`src/rtl/lab3_converter_state_diagram.sv`:
```
// Bit-serial Excess-3 to BCD converter.
// Mealy FSM subtracting 0011 LSB-first with borrow.
module lab3_converter_state_diagram (
    input  logic X,
    input  logic Clk,
    input  logic Rst,
    output logic Z
);

    // Sn encodes bit position and pending borrow
    typedef enum logic [2:0] {
        S0 = 3'd0,
        S1 = 3'd1,
        S2 = 3'd2,
        S3 = 3'd3,
        S4 = 3'd4,
        S5 = 3'd5,
        S6 = 3'd6
    } state_t;

    state_t state_q;
    state_t state_d;
    logic   z_d;

    // State register, async reset to start of digit
    always_ff @(posedge Clk or posedge Rst) begin
        if (Rst) begin
            state_q <= S0;
        end else begin
            state_q <= state_d;
        end
    end

    // Next state and Mealy output from state and X
    always_comb begin
        state_d = S0;
        z_d     = 1'b0;
        case (state_q)
            S0: begin
                z_d     = ~X;
                state_d = X ? S1 : S2;
            end
            S1: begin
                z_d     = ~X;
                state_d = X ? S3 : S4;
            end
            S2: begin
                z_d     = X;
                state_d = S4;
            end
            S3: begin
                z_d     = X;
                state_d = S5;
            end
            S4: begin
                z_d     = ~X;
                state_d = X ? S5 : S6;
            end
            S5: begin
                z_d     = X;
                state_d = S0;
            end
            S6: begin
                z_d     = ~X;
                state_d = S0;
            end
            default: begin
                z_d     = 1'b0;
                state_d = S0;
            end
        endcase
    end

    // Output is held low for the whole reset interval
    assign Z = Rst ? 1'b0 : z_d;

endmodule

```
`config.mk`:
```
export PLATFORM = sky130hd
export DESIGN_NAME = lab3_converter_state_diagram
export DESIGN_NICKNAME = d
export VERILOG_FILES = /design/src/rtl/lab3_converter_state_diagram.sv
export SDC_FILE = /design/constraint.sdc
export NUM_CORES = 1
export LEC_CHECK = 0
export CAP_MARGIN = 20
export CORE_AREA = 2 2 39 41
export DETAILED_ROUTE_END_ITERATION = 6
export DIE_AREA = 0 0 41 43
export GPL_TIMING_DRIVEN = 1
export HOLD_SLACK_MARGIN = 0.06
export PLACE_DENSITY = 0.41
export SKIP_LAST_GASP = 1
export SYNTH_ARGS = -nofsm -noshare
export SYNTH_HDL_FRONTEND = slang
export SYNTH_SLANG_ARGS = --single-unit
```
`constraint.sdc`:
```
create_clock -name Clk -period 3 [get_ports Clk]
set_input_delay 0.75 -clock Clk [delete_from_list [all_inputs] [get_ports Clk]]
set_output_delay 0.75 -clock Clk [all_outputs]
set_load 0.01 [all_outputs]
```
==> results.json <==
{
  "dr_total_vias": 147,
  "worstHoldPathType": "reg -> reg",
  "min_period_ns": 2.900,
  "critPathCaptureType": "primary output",
  "final_net_count": 28,
  "post-cts-setup-buffers": 0,
  "largest_register_ffs": 3,
  "path_max_fanout": 4,
  "rsz0062_at_grt": "false",
  "maxSlewViolCount": 0,
  "ant_nets": 0,
  "grt_max_degree": 9,
  "diodes": 0,
  "grt_usage": 0.05539,
  "drive_gt1_frac": 0.2083,
  "ir_drop_mv": 0.2845,
  "cts.clk_slew.worst_paths_ns": 0.04,
  "synth_area_sq_um": 167.7,
  "power_uw": 239.9,
  "cp-start-kind": "primary input",
  "antenna_found_initial": 0,
  "hold_buffers": 0,
  "stdcell_count": 40,
  "final_util": 0.1817,
  "cap_violations": 0,
  "worstSetupPathType": "in -> out",
  "finalSetupTns_ns": 0,
  "arrival_ns": 2.15,
  "die-height_um": 43,
  "finalWirelength_um": 320,
  "area_delta_synth_final_pct": 50.00,
  "synth.ff_latch_count": 3,
  "die_w_um": 41,
  "routedWlPerCell_um": 8.000,
  "port_buffers": 3,
  "status": "finished, final reports clean",
  "cts_root_buf": "clkbuf_4",
  "placementRows": 14,
  "timing_hold_violations_final": 0,
  "maxClockFrequency_mhz": 344.8,
  "dieArea_sq_um": 1763,
  "cts_max_path_buffers": 2,
  "viasPerCell": 3.675,
  "place_ws_ns": 0.09997,
  "fin_area_sq_um": 251.5,
  "clock-skew-final_ns": 0.0002051,
  "cts_made_buffers": 3,
  "largest-register": "state_q",
  "period_share": 0.9667,
  "coreArea_sq_um": 1384,
  "syn_inst": 16,
  "grt_pass1_wl_um": 579,
  "cts_tree": "done",
  "p_leak_nw": 0.1019,
  "syn_nets": 19,
  "grt_pass1_vias": 140,
  "layout_common_cells": "clkbuf_4, clkdlybuf4s50_1, dfrtp_1",
  "worst_slack_ns": 0.09996,
  "grt_overflow_total": 0,
  "dr.pass1.iters": 2,
  "worstMarginPinSlew_ns": 0.1972,
  "setup_viol": 0,
  "cts_resized": 0,
  "cellPowerDensity_nw_per_um2": 954.1,
  "drc_errors": 0,
  "placed_cells": 36,
  "h-tree-depth": 1,
  "yosysWarnings": 0,
  "whs_ns": 0.5388,
  "start_util": 0.1212,
  "cp_data_required_time_ns": 2.25,
  "drtIter0Drc": 1,
  "maxSlewHeadroom": 0.8685,
  "synth_cell_types": 12,
  "placed_cell_area_sq_um": 225.2,
  "clkSinkCount": 3,
  "ys_seq_area_frac": 0.4478,
  "clk_latency_ns": 0.23,
  "ios": 4,
  "syn_area_per_cell_sq_um": 10.48,
  "routabilityCongestion": 0.6627,
  "top_regs": "state_q: 3 flops"
}
==> power by group <==
part	total (mW)	internal [mW]	switching, mW
clock	0.0702	0.0498	0.0204
combinational	0.0780	0.0516	0.0264
sequential	0.0917	0.0609	0.0308
total	0.240	0.162	0.0776
==> cell type report <==
| cell class | count | area (sq um) |
|---|---|---|
| Tap cell | 16 | 20.02 |
| Sequential cell | 3 | 75.07 |
| Multi-Input combinational cell | 12 | 88.84 |
| Timing Repair Buffer | 4 | 37.54 |
| Clock buffer | 4 | 26.28 |
| Fill cell | 155 | 1132 |
| Inverter | 1 | 3.754 |
==> logic make-up (layout without fill, tap and decap cells) <==
family | after synthesis | after routing | synth area share
XOR/XNOR | 1 | 1 | 0.05225
AO/OA/AOI/OAI | 6 | 6 | 0.2463
multiplexers | 1 | 1 | 0.05970
AND/OR/NAND/NOR | 4 | 4 | 0.1717
flip-flops | 3 | 3 | 0.4477
buffers and inverters | 1 | 9 | 0.02237
==> worst paths after layout <==
path | startpoint | slack, ns | cells past startpoint | end
setup / recovery | X | 0.1 | 4 | Z
hold / removal | state_q[2] | 0.54 | 1 | state_q[0]
setup reg to reg | state_q[0] | 2.01 | 2 | state_q[2]
hold reg to reg | state_q[2] | 0.54 | 1 | state_q[0]
max in group asynchronous | Rst | 2.16 | 2 | state_q[1]
min in group asynchronous | Rst | 0.70 | 2 | state_q[0]
==> cell usage after synthesis <==
cell      n  area share
a21oi_1   2       0.060
and3b_1   1       0.052
dfrtp_1   3        0.45
inv_1     1       0.022
mux2i_1   1       0.060
nand3b_1  1       0.045
nor2b_1   1       0.037
o21ai_0   2       0.060
o221a_1   1       0.067
o31a_2    1       0.060
or2_1     1       0.037
xnor2_1   1       0.052
==> per-layer routing <==
layer / share of wire / GRT usage / vias to the layer above / wire [um]
li1: - / - / 74 / -
met1: 0.49 / 0.06494 / 69 / 157
met2: 0.43 / 0.05313 / 4 / 139
met3: 0.072 / 0.03141 / 0 / 23
met4: 0 / 0.08000 / 0 / 0
met5: 0 / 0 / - / 0
==> critical path: stages <==
cell and delay, ns:
clkdlybuf4s50_1 0.53, and3b_1 0.18, o221a_1 0.16, clkdlybuf4s50_1 0.53
Note: power is estimated with default switching activity, not from simulation.
